<file path="src/rtl/merge_rr.sv">
// Round-robin N:1 request merger: one master at a time owns the single slave port
// until the slave answers ready or the master withdraws its request.
module merge_rr #(
    parameter int unsigned N_MASTERS = 2,
    parameter int unsigned ADDR_W    = 32,
    parameter int unsigned DATA_W    = 32,
    localparam int unsigned REQ_W    = 1 + ADDR_W + DATA_W + DATA_W / 8,
    localparam int unsigned RESP_W   = DATA_W + 1
) (
    input  logic                          clk,
    input  logic                          rst,
    input  logic [N_MASTERS*REQ_W-1:0]    m_req,
    output logic [N_MASTERS*RESP_W-1:0]   m_resp,
    output logic [REQ_W-1:0]              s_req,
    input  logic [RESP_W-1:0]             s_resp,
    output logic [N_MASTERS-1:0]          m_grant
);

    localparam int unsigned PTR_W = (N_MASTERS > 1) ? $clog2(N_MASTERS) : 1;

    typedef enum logic [0:0] {StIdle, StBusy} state_e;

    state_e               state_q;
    logic [N_MASTERS-1:0] grant_q;
    logic [PTR_W-1:0]     ptr_q;

    logic [N_MASTERS-1:0] valid;
    logic [N_MASTERS-1:0] win;
    logic                 win_found;
    logic [PTR_W-1:0]     ptr_adv;
    logic                 gnt_valid;

    // req = {valid, addr, wdata, wstrb}: valid is the top bit of each slot
    always_comb begin
        valid = '0;
        for (int i = 0; i < int'(N_MASTERS); i++) begin
            valid[i] = m_req[i*REQ_W + REQ_W - 1];
        end
    end

    // First pass covers [ptr, N-1], second pass wraps to [0, ptr-1].
    always_comb begin
        win       = '0;
        win_found = 1'b0;
        for (int i = 0; i < int'(N_MASTERS); i++) begin
            if (!win_found && valid[i] && (PTR_W'(i) >= ptr_q)) begin
                win[i]    = 1'b1;
                win_found = 1'b1;
            end
        end
        for (int i = 0; i < int'(N_MASTERS); i++) begin
            if (!win_found && valid[i]) begin
                win[i]    = 1'b1;
                win_found = 1'b1;
            end
        end
    end

    always_comb begin
        ptr_adv = '0;
        for (int i = 0; i < int'(N_MASTERS); i++) begin
            if (grant_q[i]) begin
                ptr_adv = (i + 1 < int'(N_MASTERS)) ? PTR_W'(i + 1) : '0;
            end
        end
    end

    always_comb begin
        s_req     = '0;
        m_resp    = '0;
        gnt_valid = 1'b0;
        if (state_q == StBusy) begin
            for (int i = 0; i < int'(N_MASTERS); i++) begin
                if (grant_q[i]) begin
                    s_req                       = m_req[i*REQ_W +: REQ_W];
                    m_resp[i*RESP_W +: RESP_W]  = s_resp;
                    gnt_valid                   = valid[i];
                end
            end
        end
    end

    always_ff @(posedge clk) begin
        if (rst) begin
            state_q <= StIdle;
            grant_q <= '0;
            ptr_q   <= '0;
        end else begin
            case (state_q)
                StIdle: begin
                    if (win_found) begin
                        grant_q <= win;
                        state_q <= StBusy;
                    end
                end
                StBusy: begin
                    // Ready completes; a withdrawn request aborts. Both release the slave.
                    if (!gnt_valid || s_resp[0]) begin
                        grant_q <= '0;
                        ptr_q   <= ptr_adv;
                        state_q <= StIdle;
                    end
                end
                default: begin
                    grant_q <= '0;
                    state_q <= StIdle;
                end
            endcase
        end
    end

    assign m_grant = grant_q;

endmodule

</file>
<file path="config.mk">
export PLATFORM = sky130hd
export DESIGN_NAME = merge_rr
export DESIGN_NICKNAME = d
export VERILOG_FILES = /design/src/rtl/merge_rr.sv
export SDC_FILE = /design/constraint.sdc
export NUM_CORES = 1
export LEC_CHECK = 0
export BUFFER_PORTS_ARGS = -buffer_cell sky130_fd_sc_hd__clkbuf_2
export CAP_MARGIN = 25
export CORE_AREA = 5 5 119 121
export CTS_CLUSTER_DIAMETER = 200
export DETAILED_ROUTE_END_ITERATION = 10
export DIE_AREA = 0 0 124 126
export SLEW_MARGIN = 30
export SYNTH_ARGS = -nofsm -noshare
export SYNTH_HDL_FRONTEND = slang
export SYNTH_SLANG_ARGS = --single-unit
</file>
<file path="constraint.sdc">
create_clock -name clk -period 1.1 [get_ports clk]
set_input_delay 0 -clock clk [delete_from_list [all_inputs] [get_ports clk]]
set_output_delay 0 -clock clk [all_outputs]
set_load 0.1 [all_outputs]
</file>
; Yosys cells after proc, flatten, opt, wreduce, memory -nomap -nowiden
; Index checks and enable logic that the tools add are counted.
[op_classes]
addsub = 0
n_mul = 0
div_mod_pow = 0
order_cmp = 2
n_eq_ne = 2
shift = 0
n_mux = 24
bitwise = 1
reduce_logical = 12
[ops]
columns = op, n
row1 = $mux 69, 3
row2 = $mux 33, 2
row3 = $mux 66, 1
row4 = $mux 1, 14
row5 = $logic_and 1x1->1, 5
row6 = $logic_not 1->1, 4
row7 = $mux 2, 2
row8 = $pmux 2 s2, 1
row9 = $reduce_and 2->1, 2
row10 = $ge 1x1->1 const A, 2
row11 = $ne 2x1->1 const B, 1
row12 = $ne 2x2->1 const B, 1
row13 = $pmux 1 s2, 1
row14 = $logic_or 1x1->1, 1
row15 = $not 1->1, 1
[totals]
regBits = 4
latch_bits = 0
mem_bits_rw = 0
mem_bits_ro = 0
output_inout_bits = 137
elab_cells = 44
n_memories = 0

; Depth between registers and ports, before layout
[depth]
word_depth = 15
ltp_mapped = 6
ltp_nobuf = 3

; Worst setup path after synthesis
; OpenSTA, ideal clock, no wires.
[synth_path]
path_type = reg2out
from = register grant_q[0], in the netlist m_grant[0]
to = output port s_req[10]
arrival_time_ns = 2.427
required_time_ns = 1.100
setup_slack_ns = -1.327
stages_incl_launch_ff = 6
cell_sequence = dfxtp_1 > buf_2 > and3b_1 > buf_4 > buf_4 > a22o_1
[synth_between]
elab_chain_len = 3
[synth_lines]
columns = item, line_no
row1 = from (decl), 24  ; logic [N_MASTERS-1:0] grant_q;
row2 = from (signal assigned), 92  ; grant_q <= win;
row3 = $mux 69 (2 in series), 74  ; if (grant_q[i]) begin
row4 = $mux 69, 72  ; if (state_q == StBusy) begin
row5 = to (decl), 14  ; output logic [REQ_W-1:0] s_req,
; No other way between the ends.

; Worst setup path in the final report
[layout_path]
from = register grant_q[1], in the netlist m_grant[1]
to = output port s_req[6]
[layout_between]
elab_chain_len = 2
[layout_lines]
columns = item, line_no
row1 = $mux 69, 74
row2 = $mux 69, 72
; No other way between the ends.

==> key figures <==
Worst setup path
  – WP data required: 1.10 ns
  – Worst-path cell chain: and3b_4 > buf_12 > buf_12 > a22o_2 > buf_12
  – Crit-path max cell delay: 0.33 ns
  – CP Max Fanout: 11
  – Crit path DAT: 1.52 ns
  – CP max stage cell: dfxtp_4
  – Worst Setup Start Kind: register
  – Buffers plus inverters on the worst setup path: 3
  – Critical Setup Path Class: reg2out
  – Most Frequent Cell on Critical Path: buf_12
  – Crit path max-delay family: buffers and inverters
  – Crit path capture type: primary output

Synthesis
  – Syn Std Cell Area: 0.00144 mm²
  – Sequential area share after synthesis: 5.55%
  – Post-synthesis mux area share: 0.781%
  – Synth Net Count: 369
  – Synth top area cells: a22o_1 42%, and3_1 29%, dfxtp_1 5.6%, buf_4 3.6%, buf_2 3.5%
  – Dominant combinational cell family by area after synthesis: compound AO/OA/AOI/OAI gates
  – Mean post-synth cell area: 7.36 µm²
  – Cells after synthesis: 196
  – Seq cells post-synth: 4
  – Synth Warn #: 0
  – Area fraction in compound gates after synthesis: 46.7%
  – Distinct cells, synth: 24
  – Synth area leader: a22o_1
  – Post-Synth XOR/XNOR Area: 0%
  – Post-Synth Simple-Gate Area: 33.9%
  – Post-synth top area share: 41.9%
  – Synth Area in Adders: 0%

GRT
  – GRT Util Overall: 16.1%
  – Number of global-route vias before repair: 3516
  – First-pass GRT wire length: 19.7 mm
  – Initial antenna violation count: 0
  – Pin count of the biggest net entering global routing: 43
  – Gr ovfl total: 0

CTS
  – CTS sink cnt: 4
  – Clock slew at reported path FFs: 0.03 ns
  – TritonCTS buffer count: 3
  – H-tree depth: 1
  – Hold-fix buffers at CTS: 0
  – CTS max path bufs: 2
  – CTS tree: done
  – Clock Latency Late Sink: 0.23 ns
  – Root Buffer: clkbuf_16

Drt
  – Final ANT Viol Nets: 0
  – Initial DRT Pass Iterations: 4
  – Drt total wl: 14.9 mm
  – Post-route DRC violation count: 0
  – Vias: 3167
  – DR vias/cell: 4.52
  – Detailed Route Iter0 Violations: 60
  – WL per Instance: 21.2 µm

Worst hold path
  – Type of the worst min-delay path: in2reg

Timing
  – Max Clk Rate: 656 MHz
  – Final hold violations: 0
  – Final setup vio count: 140
  – Final setup margin: -0.423 ns
  – Minimum clock period: 1.52 ns
  – RSZ-0062 raised after global routing: yes
  – Worst-margin pin slew: 0.238 ns
  – Final Max Slew Viols: 0
  – Final worst-path cycle share: 138%
  – Slew margin rel.: 84.0%
  – Clock skew: 0.000404 ns
  – Total negative setup slack: -43.70 ns

Placement
  – RD Place Congestion: 0.899
  – Port bufs: 309
  – Dpl hpwl: 10.2 mm
  – Dpl cell area: 0.00567 mm²
  – Cells after DPL: 659

Layout
  – Share of layout cells above drive strength 1: 97.3%
  – Non-Filler Instances: 701
  – Area grow syn2layout: 371%
  – Final instance area: 0.00680 mm²
  – Filler cells: 1041
  – Nets@finish: 700
  – ANT cells: 0

Floorplan
  – Io pins: 310
  – Die width: 124 µm
  – Initial Util: 11.1%
  – Die Height: 126 µm
  – Core Rows: 42
  – Core Footprint: 0.0130 mm²
  – DIE AREA: 0.0156 mm²

Outcome
  – Violated checks: setup timing
  – Status: complete, but fails checks

Power and ir drop
  – Pwr dens: 557 mW/mm²
  – P_leak: 3.15 nW
  – Power, Total: 3.79 mW
  – VDD IR max: 408 µV

Run
  – Max-cap check violation count: 0
## cells in the final DEF, fill, tap and decap left out
| cell type | synthesis | final |
|---|---|---|
| buf_6 | 3 | 8 |
| a22o_4 | 0 | 40 |
| nand3_1 | 1 | 1 |
| mux2_2 | 1 | 1 |
| o31ai_2 | 0 | 2 |
| buf_4 | 7 | 8 |
| dfxtp_1 | 4 | 1 |
| buf_16 | 0 | 9 |
| o21ai_2 | 1 | 1 |
| and2_2 | 0 | 1 |
| dfxtp_2 | 0 | 1 |
| nor2_1 | 3 | 3 |
| clkbuf_16 | 0 | 7 |
| a211o_1 | 1 | 1 |
| nand2b_1 | 1 | 1 |
| or3_4 | 0 | 1 |
| and3b_4 | 0 | 1 |
| nor2b_2 | 0 | 1 |
| a21oi_2 | 1 | 2 |
| a22o_2 | 0 | 29 |
| buf_12 | 0 | 152 |
| and3_4 | 0 | 66 |
| buf_8 | 0 | 6 |
| and3b_1 | 3 | 2 |
| a21oi_1 | 3 | 2 |
| a22oi_2 | 0 | 1 |
| dfxtp_4 | 0 | 2 |
| clkbuf_2 | 0 | 172 |
| inv_1 | 1 | 1 |
| nand4b_1 | 1 | 1 |
| o21ai_1 | 0 | 1 |
## state kept, by name, summed over array words and instances, names as in the netlist
name     count
m_grant      2
ptr_q        1
state_q      1
## path summary, 6_finish.rpt
path / start / depth (start not counted) / slack [ns] / end
setup / recovery: m_grant[1]$_SDFFE_PP0P_ / 5 / -0.42 / s_req[6]
hold / removal: rst / 2 / 0.02 / ptr_q$_SDFFE_PP0P_
setup reg to reg: m_grant[1]$_SDFFE_PP0P_ / 6 / -0.16 / ptr_q$_SDFFE_PP0P_
hold reg to reg: ptr_q$_SDFFE_PP0P_ / 2 / 0.49 / ptr_q$_SDFFE_PP0P_
## cell families after synthesis
kind of cell,Yosys count
muxes,1
AOI/OAI and AO/OA,79
and+or+nand+nor,78
buffers and inverters,34
DFF,4
## routing by layer
layer  global-route usage, %  wire length [µm]  share of wire [%]  up-vias
li1                        -                 -                  -     1452
met1                    16.0              4900                 33     1470
met2                    30.4              7820                 53      221
met3                    6.59              1830                 12       24
met4                    4.45               339                2.3        0
met5                       0                 0                  0        -
## through the flow
step	setup WS, ns	utilization (%)	hold slack, ns
after floorplan	-0.490	-	0.0594
after global placement	-0.174	43.7	0.235
after detailed placement	-0.176	43.7	0.242
after CTS	-0.412	49.7	0.00562
after global routing	-0.464	52.4	0.0369
final	-0.423	52.4	0.0237
## synth_stat cells (all sizes together)
library cell / n
nor2b: 1
and3: 66
nor2: 3
inv: 1
a211o: 1
buf: 20
nand3: 1
clkbuf: 13
and3b: 3
nand2b: 1
nand4b: 1
a22o: 69
dfxtp: 4
o31ai: 2
mux2: 1
o21ai: 2
or3: 1
and2: 1
a22oi: 1
a21oi: 4
## what timing repair did
| item | CTS | global route |
|---|---|---|
| resized for setup | 65 | 35 |
| setup endpoints to repair | 137 | 140 |
| setup buffers | 18 | 6 |
| pin swaps | 21 | 33 |
| gates cloned | 11 | 8 |
## layout make-up
cell class	count	area, µm²	area share (%)
inverters	1	3.75	0.0552
well taps	176	220	3.24
repair buffers	359	4490	66.0
flip-flops and latches	4	88.8	1.31
multi-input cells	158	1920	28.3
clock buffers	3	75.1	1.10
## report_power, final
| group | leakage [nW] | internal (mW) | total (mW) | switching [mW] |
|---|---|---|---|---|
| combinational | 3.07 | 1.34 | 3.04 | 1.71 |
| sequential | 0.0345 | 0.155 | 0.164 | 0.00887 |
| clock | 0.0370 | 0.465 | 0.579 | 0.114 |
(Power assumes the default switching activity.)
